$ cat src/rtl/seletor_sequencial.sv
// seletor_sequencial: sign-magnitude calculator (mult / soma / subt) controlled by push buttons.
// Define SELETOR_DEBOUNCE_EN to add a per-button debounce filter of DEBOUNCE_CYCLES samples.
//
// state | meaning
// OFF   | calculator off, outputs cleared
// IDLE  | on, waiting for an operation press
// CALC  | operation running (1 cycle soma/subt, WIDTH cycles mult)
// DONE  | result registered, valid pulse, back to IDLE
module seletor_sequencial #(
  parameter int WIDTH           = 8,
  parameter int DEBOUNCE_CYCLES = 4
) (
  input  logic               clk,
  input  logic               rst_n,
  input  logic [WIDTH-1:0]   a,
  input  logic [WIDTH-1:0]   b,
  input  logic               sinal_a,
  input  logic               sinal_b,
  input  logic               botao_1,
  input  logic               botao_2,
  input  logic               botao_3,
  input  logic               botao_4,
  output logic [2*WIDTH-1:0] saida,
  output logic               sinal_saida,
  output logic [2:0]         sel,
  output logic               ligado,
  output logic               busy,
  output logic               valid
);
  localparam int RW = 2 * WIDTH;

  if (WIDTH < 2 || WIDTH > 16 || DEBOUNCE_CYCLES < 1 || DEBOUNCE_CYCLES > 255) begin : g_param_check
    $error("seletor_sequencial: parameter out of range");
  end

  typedef enum logic [1:0] {S_OFF, S_IDLE, S_CALC, S_DONE} state_t;
  state_t r_state, w_state_next;

  logic [3:0] w_btn, w_cond, w_edge;
  logic [3:0] r_sync1, r_sync2, r_cond_d, r_armed;
  logic [1:0] r_fill;

  assign w_btn = {botao_4, botao_3, botao_2, botao_1};

  // r_armed blocks edges until a real low level has been sampled after reset
  always_ff @(posedge clk or negedge rst_n) begin
    if (!rst_n) begin
      r_sync1  <= '0;
      r_sync2  <= '0;
      r_fill   <= '0;
      r_armed  <= '0;
      r_cond_d <= '0;
    end else begin
      r_sync1  <= w_btn;
      r_sync2  <= r_sync1;
      r_fill   <= {r_fill[0], 1'b1};
      if (r_fill[1]) r_armed <= r_armed | ~r_sync2;
      r_cond_d <= w_cond;
    end
  end

`ifdef SELETOR_DEBOUNCE_EN
  localparam logic [7:0] DB_LOAD = 8'(DEBOUNCE_CYCLES - 1);
  logic [3:0][7:0] r_db_cnt;
  logic [3:0]      r_db_lvl;

  always_ff @(posedge clk or negedge rst_n) begin
    if (!rst_n) begin
      r_db_cnt <= {4{DB_LOAD}};
      r_db_lvl <= '0;
    end else begin
      for (int i = 0; i < 4; i++) begin
        if (r_sync2[i] == r_db_lvl[i]) begin
          r_db_cnt[i] <= DB_LOAD;
        end else if (r_db_cnt[i] == 8'd0) begin
          r_db_lvl[i] <= r_sync2[i];
          r_db_cnt[i] <= DB_LOAD;
        end else begin
          r_db_cnt[i] <= r_db_cnt[i] - 8'd1;
        end
      end
    end
  end
  assign w_cond = r_db_lvl;
`else
  assign w_cond = r_sync2;
`endif

  assign w_edge = w_cond & ~r_cond_d & r_armed;

  logic [WIDTH-1:0] r_a, r_b, r_mplier;
  logic             r_sa, r_sb, r_sinal;
  logic [RW-1:0]    r_acc, r_mcand, r_saida;
  logic [2:0]       r_sel, w_op_sel;
  logic [4:0]       r_cnt;
  logic             w_abort, w_accept;

  assign w_abort  = (r_state != S_OFF) && w_edge[3];
  assign w_accept = (r_state == S_IDLE) && !w_edge[3] && (|w_edge[2:0]);

  always_ff @(posedge clk or negedge rst_n) begin
    if (!rst_n) r_state <= S_OFF;
    else        r_state <= w_state_next;
  end

  always_comb begin
    w_state_next = r_state;
    case (r_state)
      S_OFF:   if (w_edge[3]) w_state_next = S_IDLE;
      S_IDLE:  if (w_edge[3]) w_state_next = S_OFF;
               else if (w_accept) w_state_next = S_CALC;
      S_CALC:  if (w_edge[3]) w_state_next = S_OFF;
               else if (r_cnt == 5'd0) w_state_next = S_DONE;
      S_DONE:  w_state_next = w_edge[3] ? S_OFF : S_IDLE;
      default: w_state_next = S_OFF;
    endcase
  end

  always_comb begin
    ligado = (r_state != S_OFF);
    busy   = (r_state == S_CALC);
    valid  = (r_state == S_DONE);
  end

  always_comb begin
    w_op_sel = 3'b100;
    if (w_edge[0])      w_op_sel = 3'b001;
    else if (w_edge[1]) w_op_sel = 3'b010;
  end

  logic [RW-1:0]    w_acc_next, w_addsub_mag, w_res_mag;
  logic [WIDTH:0]   w_sum;
  logic [WIDTH-1:0] w_diff;
  logic             w_sb_eff, w_addsub_sign, w_res_sign;

  assign w_acc_next = r_acc + (r_mplier[0] ? r_mcand : '0);
  assign w_sb_eff   = r_sb ^ r_sel[2];
  assign w_sum      = {1'b0, r_a} + {1'b0, r_b};
  assign w_diff     = (r_a >= r_b) ? (r_a - r_b) : (r_b - r_a);

  always_comb begin
    if (r_sa == w_sb_eff) begin
      w_addsub_mag  = RW'(w_sum);
      w_addsub_sign = r_sa;
    end else begin
      w_addsub_mag  = RW'(w_diff);
      w_addsub_sign = (r_a >= r_b) ? r_sa : w_sb_eff;
    end
  end

  // zero magnitude never carries a negative sign
  assign w_res_mag  = r_sel[0] ? w_acc_next : w_addsub_mag;
  assign w_res_sign = (w_res_mag != '0) && (r_sel[0] ? (r_sa ^ r_sb) : w_addsub_sign);

  always_ff @(posedge clk or negedge rst_n) begin
    if (!rst_n) begin
      r_a      <= '0;
      r_b      <= '0;
      r_sa     <= 1'b0;
      r_sb     <= 1'b0;
      r_sel    <= '0;
      r_acc    <= '0;
      r_mcand  <= '0;
      r_mplier <= '0;
      r_cnt    <= '0;
      r_saida  <= '0;
      r_sinal  <= 1'b0;
    end else if (w_abort) begin
      r_saida <= '0;
      r_sinal <= 1'b0;
      r_sel   <= '0;
    end else if (w_accept) begin
      r_a      <= a;
      r_b      <= b;
      r_sa     <= sinal_a;
      r_sb     <= sinal_b;
      r_sel    <= w_op_sel;
      r_acc    <= '0;
      r_mcand  <= RW'(a);
      r_mplier <= b;
      r_cnt    <= w_op_sel[0] ? 5'(WIDTH - 1) : 5'd0;
    end else if (r_state == S_CALC) begin
      if (r_sel[0]) begin
        r_acc    <= w_acc_next;
        r_mcand  <= r_mcand << 1;
        r_mplier <= r_mplier >> 1;
      end
      if (r_cnt != 5'd0) begin
        r_cnt <= r_cnt - 5'd1;
      end else begin
        r_saida <= w_res_mag;
        r_sinal <= w_res_sign;
      end
    end
  end

  assign saida       = r_saida;
  assign sinal_saida = r_sinal;
  assign sel         = r_sel;

endmodule

$ cat config.mk
export PLATFORM = sky130hd
export DESIGN_NAME = seletor_sequencial
export DESIGN_NICKNAME = d
export VERILOG_FILES = /design/src/rtl/seletor_sequencial.sv
export SDC_FILE = /design/constraint.sdc
export NUM_CORES = 1
export LEC_CHECK = 0
export ABC_AREA = 1
export CAP_MARGIN = 5
export CORE_UTILIZATION = 25
export CTS_BUF_LIST = sky130_fd_sc_hd__clkbuf_16
export CTS_CLUSTER_DIAMETER = 40
export DETAILED_ROUTE_END_ITERATION = 6
export GPL_TIMING_DRIVEN = 0
export SYNTH_ARGS = -nofsm -noshare
export SYNTH_HDL_FRONTEND = slang
export SYNTH_SLANG_ARGS = --single-unit
$ cat constraint.sdc
create_clock -name clk -period 4.9 [get_ports clk]
set_input_delay 0.735 -clock clk [delete_from_list [all_inputs] [get_ports clk]]
set_output_delay 0.735 -clock clk [all_outputs]
set_load 0.1 [all_outputs]
# Yosys cells after proc, flatten, opt, wreduce, memory -nomap -nowiden
# Index checks and enable logic that the tools add are counted.
# Widths: inputs -> output; s select.
[word_totals] ff_bits=103 latchBits=0 ramBits=0 romBits=0 in_bits=24 output_inout_bits=23 wordCells=100 mem_count=0
[op_classes] add_sub_neg=5 n_mul=0 div=0 order_cmp=1 eq_ne=9 shift=0 muxes=39 bitwise=8 n_reduce_logical=21
[op_table] op="$mux 16" count=12
[op_table] op="$mux 8" count=4
[op_table] op="$add 16x16->16" count=1
[op_table] op="$reduce_bool 16->1" count=1
[op_table] op="$sub 8x8->8" count=2
[op_table] op="$mux 3" count=5
[op_table] op="$mux 5" count=3
[op_table] op="$reduce_and 3->1" count=4
[op_table] op="$reduce_bool 2->1" count=6
[op_table] op="$mux 2" count=5
[op_table] op="$add 8x8->9" count=1
[op_table] op="$mux 9" count=1
[op_table] op="$and 4x4->4" count=2
[op_table] op="$ge 8x8->1" count=1
[op_table] op="$mux 1" count=8
[op_table] op="$not 4->4" count=2
[op_table] op="$pmux 2 s4" count=1
[op_table] op="$ne 2x2->1 const B" count=3
[op_table] op="$logic_not 5->1" count=1
[op_table] op="$reduce_bool 5->1" count=1
[op_table] op="$sub 5x1->5 const B" count=1
[op_table] op="$eq 2x2->1 const B" count=2
[op_table] op="$logic_and 1x1->1" count=4
[op_table] op="$or 4x4->4" count=1
[op_table] op="10 further kinds" count=11

# Longest topological paths before layout
# Gate-level depths: netlist (run 1).
[depth] ltp_word=10 depth_mapped=19 ltp_nobuf=19

# Least setup slack after synthesis (run 1)
# No wires, ideal clock.
[synth_timing] path_type="reg-to-reg" startpoint="register r_state[0]" endpoint="register r_mplier[4]" setup_time_ns=0.138 t_arrival_ns=2.296 required_time_ns=4.762 slack_ns=2.466 stages_incl_launch_ff=10 n_path_buf=1 period_less_slack_ns=2.434 cell_sequence="dfrtp_1 -> nor2_2 -> inv_1 -> nor2_1 -> inv_1 -> nor2_2 -> inv_2 -> nand2_2 -> buf_2 -> o221ai_1"
[synth_between] word_cells_on_any_way=11 classes_between="2 x eq/ne; 1 x mux; 1 x bitwise; 7 x reduce/logical"
[synth_rtl] item="start, declared" line_no="37" source="state_t r_state, w_state_next;"
[synth_rtl] item="start signal, assigned" line_no="103" source="else r_state <= w_state_next;"
[synth_rtl] item="$eq 2x2->1"
[synth_rtl] item="via busy" line_no="27" source="output logic busy,"
[synth_rtl] item="$reduce_bool 2->1 (no source line)"
[synth_rtl] item="$reduce_and 3->1 (no source line)"
[synth_rtl] item="end signal, assigned" line_no="186" source="r_mplier <= r_mplier >> 1;"
[synth_rtl] item="end, declared" line_no="91" source="logic [WIDTH-1:0] r_a, r_b, r_mplier;"
# The timed path passes the listed nets, and every way through them passes these cells.
# A chain may end at the register's enable or synchronous reset.

# Worst setup path after layout (run 1)
[layout_timing] startpoint="register r_mplier[0]" endpoint="register r_sinal, in the netlist sinal_saida"
[layout_between] elab_chain_cells=9
[layout_lines] item="$mux 16" line_no="136" source="assign w_acc_next = r_acc + (r_mplier[0] ? r_mcand : '0);"
[layout_lines] item="$add 16x16->16" line_no="136"
[layout_lines] item="$mux 16" line_no="152" source="assign w_res_mag = r_sel[0] ? w_acc_next : w_addsub_mag;"
[layout_lines] item="$reduce_bool 16->1" line_no="153" source="assign w_res_sign = (w_res_mag != '0) && (r_sel[0] ? (r_sa ^ r_sb) : w_addsub_sign);"
[layout_lines] item="$logic_and 1x1->1" line_no="153"
[layout_lines] item="$mux 1" line_no="188" source="if (r_cnt != 5'd0) begin"
[layout_lines] item="$mux 1" line_no="182" source="end else if (r_state == S_CALC) begin"
[layout_lines] item="$mux 1" line_no="172" source="end else if (w_accept) begin"
[layout_lines] item="$mux 1" line_no="168" source="end else if (w_abort) begin"
[layout_lines] item="end signal, assigned" line_no="192" source="r_sinal <= w_res_sign;"
[layout_lines] item="end, declared" line_no="92" source="logic r_sa, r_sb, r_sinal;"
# Every way passes these cells. The select of a mux whose other input is x is not followed.

==> results of run 1 <==
layout by cell type (no fill, tap or decap), drive strengths merged, types with 8 or more instances in the layout:
cell type	count
dfrtp	103
nor3	9
inv	133
ha	40
nand3	112
buf	18
a21oi	31
nand4	10
clkdlybuf4s50	45
o31ai	8
clkbuf	21
o21ai	63
nand2	212
nor2	62
power groups by stage:
stage | combinational [mW] | clock [mW] | sequential [mW]
detailed placement | 3.22 | 0 | 1.29
global placement | 3.21 | 0 | 1.29
CTS | 3.24 | 0.709 | 1.28
global route | 3.62 | 0.744 | 1.31
finish | 3.24 | 0.694 | 1.28
floorplan | 2.08 | 0 | 1.58
kinds of logic (layout without fill, tap and decap cells):
group / after synthesis / in the layout / synth area share
AND/OR/NAND/NOR: 410 / 410 / 0.278
buffers and inverters: 158 / 221 / 0.0982
AO/OA/AOI/OAI: 127 / 127 / 0.116
flip-flops: 103 / 103 / 0.403
adder cells (fa/ha/maj): 44 / 44 / 0.0908
XOR/XNOR: 9 / 9 / 0.0135
other: 1 / 1 / 0.000586
worst max path at each step:
stage                 from     endpoint  slack [ps]  cells after the start
6_report       r_mplier[0]  sinal_saida        1930                     17
5_1_grt        r_mplier[0]  sinal_saida        1600                     17
4_1_cts        r_mplier[0]  sinal_saida        1960                     17
3_5_place_dp   r_mplier[0]  sinal_saida        1970                     17
3_3_place_gp         rst_n     saida[2]       -1030                      1
2_1_floorplan   r_state[0]  r_mplier[4]        2470                      9
per-layer routing:
layer / up-vias / share of wire
met5: - / 0
met4: 0 / 0.021
met3: 21 / 0.042
met2: 134 / 0.45
met1: 2695 / 0.49
li1: 2883 / -
stage by stage:
step,std cells,area [um2]
6_report,1245,7570
5_1_grt,1245,7570
4_1_cts,1245,7570
3_5_place_dp,1229,7290
3_3_place_gp,1228,7270
2_1_floorplan,852,6400
sequential cells by signal, summed over array words and instances, names as in the netlist:
register / flops
r_acc: 16
r_mcand: 16
saida: 16
r_a: 8
r_b: 8
r_mplier: 8
r_cnt: 5
r_armed: 4
r_cond_d: 4
r_sync1: 4
r_sync2: 4
sel: 3
r_fill: 2
r_state: 2
r_sa: 1
r_sb: 1
sinal_saida: 1
layout make-up:
type | instances | share of cell area
multi-input combinational | 591 | 0.422
sequential | 103 | 0.341
inverter | 130 | 0.0645
timing repair buffer | 47 | 0.0641
tap | 330 | 0.0546
clock buffer | 9 | 0.0298
buffer | 28 | 0.0185
clock inverter | 7 | 0.00645
==> results_dict.tcl, run 1 <==
set metrics [dict create \
    r2r-start "r_mplier[0]" \
    worst_ep_required_time_ps 5150 \
    io_buffers 46 \
    clock_sinks 103 \
    cts_buffer_depth 2 \
    fin_nets 978 \
    fin_skew_ps 11.2 \
    cts_made_buffers 9 \
    rsz0062_at_grt "false" \
    yosys-top-cells-count "nand2_1, inv_1, nand3_1" \
    slew_headroom 0.332 \
    yosysMostFrequentCell "nand2_1" \
    syn_to_final_growth_pct 18.3 \
    critical_path_class "flop to flop" \
    critPathMaxFanout 10 \
    cp_slowest_stage_delay_ps 390 \
    synthFlopType "dfrtp_1" \
    grt_pass1_vias 5474 \
    cts_htree_levels 3 \
    met3_usage 0.0266 \
    sequentialPowerShare 0.245 \
    synth_warnings 0 \
    p_comb_frac 0.621 \
    worst_pin_slew_ps 999 \
    clock_latency_ps 360 \
    crit_path_cell_trace "clkbuf_1 > clkbuf_1 > nand2_1 > inv_1 > ha_1 > a21oi_1 > nor2_1 > nor2_1 > nor2_1 > nor2_1 > nand3_1 > nand3_1 > nand3_1 > nor2_1 > nand3_1 > nand2_1 > nand2_1" \
    power.switching_mw 2.78 \
    cp_slowest_cell "clkbuf_1" \
    synth_top_area_frac 0.403 \
    p_clk_frac 0.133 \
    synthTopCellsByArea "dfrtp_1, nand2_1, nand3_1" \
    clock-root-buffer "clkbuf_16" \
    gr-usage-all-layers 0.140 \
    drtIter0Drc 356 \
    r2r_cells 17 \
    multi_input_area_um2 3190 \
    worstPathArrival_ps 3220 \
    reg2reg_to "sinal_saida" \
    finalPower_mw 5.21 \
    wl_per_cell_um 14.1 \
    pre_cts_slack_ps 1970 \
    min_to "r_sync2[2]" \
    drv_slew 0 \
    finalHoldViolCount 0 \
    path_delay_family "simple AND/OR/NAND/NOR gates" \
    dieArea_um2 26200 \
    r2r_setup_slack_ps 1930 \
    synth_enable_flop_cells 0 \
    max_clock_freq_ghz 0.336 \
    grtUsageMet1 0.192 \
    core_um2 25100 \
    cellInternalPower_mw 2.44 \
    p_sw_frac 0.533 \
    dp.final_hpwl_um 13900 \
    power_leakage_nw 3.84 \
    die_y_um 162 \
    synthCells 852 \
    overflow 0 \
    fp.dieW_um 162 \
    ys_types 44 \
    crit_top_cell "nor2_1" \
    io_pins 47 \
    drive_gt1_frac 0.0536 \
    antenna_found_initial 0 \
    end_kind "flop" \
    power_density_nw_per_um2 689 \
    cts_tree "done" \
    fillerInstances 2753 \
    maxCapViolCount 0 \
    hold_slack_ps 349 \
    num_antenna_cells 0 \
    clk_pin_slew_ps 70 \
    setup_viol 0 \
    synth_nets 920 \
    postLayoutCoreUtil 0.301 \
    post-cts-setup-buffers 0 \
    grt_use_met2 0.221 \
    fin_crit_sh 0.607 \
    grt_max_degree 54 \
    fin_crit_ps 2970 \
    drt-total-wl_um 17600 \
    ys_async_sr_fraction 1.00 \
    holdCritPathClass "flop to flop" \
    finalSetupTns_ps 0 \
    grt_first_pass_wirelength_um 28500 \
    grt.busiest_layer "met2" \
    ir_drop_mv 0.339 \
    status "complete, no violations" \
    final-seq-area_um2 2580 \
    drc 0 \
    ctsHoldBuffers 0 \
    syn_area_per_cell_um2 7.51 \
    ys_ff_latch 103 \
    num_vias 5733 \
    cts_resized 0 \
    place_congestion 0.888 \
    min_from "r_sync1[2]" \
    drtPass1Iterations 6 \
    antenna_left 0 \
    synth_area_um2 6400 \
    initial_core_util 0.255 \
    rows 58 \
    cp-start-kind "flop" \
    setup_ws_ps 1930 \
    via_per_inst 4.60 \
    yosysSeqAreaShare 0.403 \
    crit_buf_inv 3 \
    netlist.top_cell.by_area "dfrtp_1" \
    min_path_cells 0 \
]
Power figures use the tool's default switching activity.
==> run 2: changes to the inputs <==
==> constraint.sdc (replaced) <==
create_clock -name clk -period 3.1 [get_ports clk]
set_input_delay 0.465 -clock clk [delete_from_list [all_inputs] [get_ports clk]]
set_output_delay 0.465 -clock clk [all_outputs]
set_load 0.1 [all_outputs]
==> run 2 against run 1 <==
Against the previous run: sequential share of layout area about the same; core utilization about the same; global-route usage unchanged; final area about the same; count of clock-buffer cells in the layout unchanged; register-to-register slack got worse by 1500 ps; clock power increased by 59%; clock skew about the same.
==> results_dict.tcl, run 2 (same netlist as run 1, synthesis figures left out) <==
set metrics [dict create \
    dieArea_um2 26200 \
    ir_drop_mv 0.536 \
    dpl-instance-area_um2 7290 \
    grt_first_pass_wirelength_um 28500 \
    drc 0 \
    place_congestion 0.888 \
    gr-usage-all-layers 0.140 \
    clk_pin_slew_ps 70 \
    drive_gt1_frac 0.0547 \
    cts_htree_levels 3 \
    cts_buffer_depth 2 \
    num_antenna_cells 0 \
    final_area_um2 7570 \
    worst_pin_slew_ps 999 \
    power_density_nw_per_um2 1090 \
    finalHoldViolCount 0 \
    drt-total-wl_um 17600 \
    r2r_setup_slack_ps 390 \
    finalSetupTns_ps 0 \
    fin_crit_sh 0.874 \
    maxCapViolCount 0 \
    syn_to_final_growth_pct 18.3 \
    cp_slowest_cell "dfrtp_1" \
    rsz0062_at_grt "false" \
    initial_core_util 0.255 \
    antenna_left 0 \
    ctsHoldBuffers 0 \
    power_leakage_nw 3.84 \
    clock_latency_ps 360 \
    grt_max_degree 54 \
    status "complete, no violations" \
    layout_commonest_cell "nand2_1" \
    reg2reg_to "sinal_saida" \
    slew_headroom 0.332 \
    cts_made_buffers 9 \
    cp-start-kind "flop" \
    cts_tree "done" \
    worst_ep_required_time_ps 3350 \
    fillerInstances 2754 \
    critPathMaxFanout 10 \
    clock-root-buffer "clkbuf_16" \
    r2r-start "r_mplier[0]" \
    finalPower_mw 8.23 \
    rows 58 \
    mostFrequentLayoutCells "nand2_1, inv_1, nand3_1" \
    fp.dieW_um 162 \
    io_pins 47 \
    critical_path_class "flop to flop" \
    fin_crit_ps 2710 \
    grt_pass1_vias 5474 \
    core_um2 25100 \
    max_clock_freq_ghz 0.369 \
    end_kind "flop" \
    r2r_cells 16 \
    via_per_inst 4.65 \
    dp.final_hpwl_um 13900 \
    crit_top_cell "nor2_1" \
    worstPathArrival_ps 2960 \
    die_y_um 162 \
    wl_per_cell_um 14.1 \
    drtIter0Drc 350 \
    cp_slowest_stage_delay_ps 510 \
    place_inst 1229 \
    crit_path_cell_trace "clkbuf_2 > nand2_1 > inv_1 > ha_1 > a21oi_1 > nor2_1 > nor2_1 > nor2_1 > nor2_1 > nand3_1 > nand3_1 > nand3_1 > nor2_1 > nand3_1 > nand2_1 > nand2_1" \
    fin_nets 977 \
    clock_sinks 103 \
    holdCritPathClass "input port to async pin" \
    antenna_found_initial 0 \
    overflow 0 \
    setup_viol 0 \
    drv_slew 0 \
    fin_skew_ps 11.2 \
    drtPass1Iterations 5 \
    postLayoutCoreUtil 0.301 \
    num_vias 5783 \
    io_buffers 46 \
    layout.cells.non_filler 1244 \
]
## run 2: changes by cell type in the layout (fill, tap and decap cells not counted)
cell	before	now
clkbuf_1	12	10
clkbuf_2	0	1
## run 2: how the worst max path moves through the flow
stage,start,to,slack [ps],cells after the start
2_1_floorplan,r_state[0],r_mplier[4],670,9
6_report,r_mplier[0],sinal_saida,390,16
5_1_grt,r_mplier[0],sinal_saida,100,16
4_1_cts,r_mplier[0],sinal_saida,160,17
3_3_place_gp,rst_n,saida[2],-2560,1
3_5_place_dp,r_mplier[0],sinal_saida,170,17
## run 2: timing repair
action | in CTS | in global routing
endpoints found under the hold margin | 0 | 0
endpoints found under the setup margin | 0 | 1
resized for setup | 0 | 2
buffers inserted | 0 | 0
## run 2: cell type report
class | instances | area [um2] | area share
clock inverter | 7 | 48.8 | 0.00645
tap | 330 | 413 | 0.0546
sequential | 103 | 2580 | 0.341
clock buffer | 9 | 225 | 0.0298
timing repair buffer | 47 | 485 | 0.0642
inverter | 130 | 488 | 0.0645
multi-input combinational | 591 | 3190 | 0.422
buffer | 27 | 138 | 0.0182
## run 2: stage by stage
stage	setup WS, ps	hold WS, ps
after floorplan	666	169
after global placement	-2560	332
after detailed placement	168	335
after CTS	163	174
after global routing	100	191
final	391	146
## run 2: worst max-delay path: cells and delay by family, from the launching register on
| family | cells | cell delay (ps) |
|---|---|---|
| DFF | 1 | 510 |
| AOI/OAI and AO/OA | 1 | 280 |
| buffers and inverters | 2 | 350 |
| adders and majority gates | 1 | 280 |
| and+or+nand+nor | 12 | 1160 |
## run 2: layer usage
metal,part of all wire,GRT usage,vias up,wire (um)
met5,0,0,-,0
met4,0.020,0.0437,0,348
li1,-,-,2887,-
met2,0.45,0.221,147,7910
met3,0.049,0.0266,19,865
met1,0.48,0.192,2730,8440
## run 2: report_power, final
group | leakage [nW] | internal (mW) | switching (mW)
Combinational | 2.40 | 1.58 | 3.52
Clock | 0.138 | 0.549 | 0.548
Sequential | 1.31 | 1.72 | 0.319
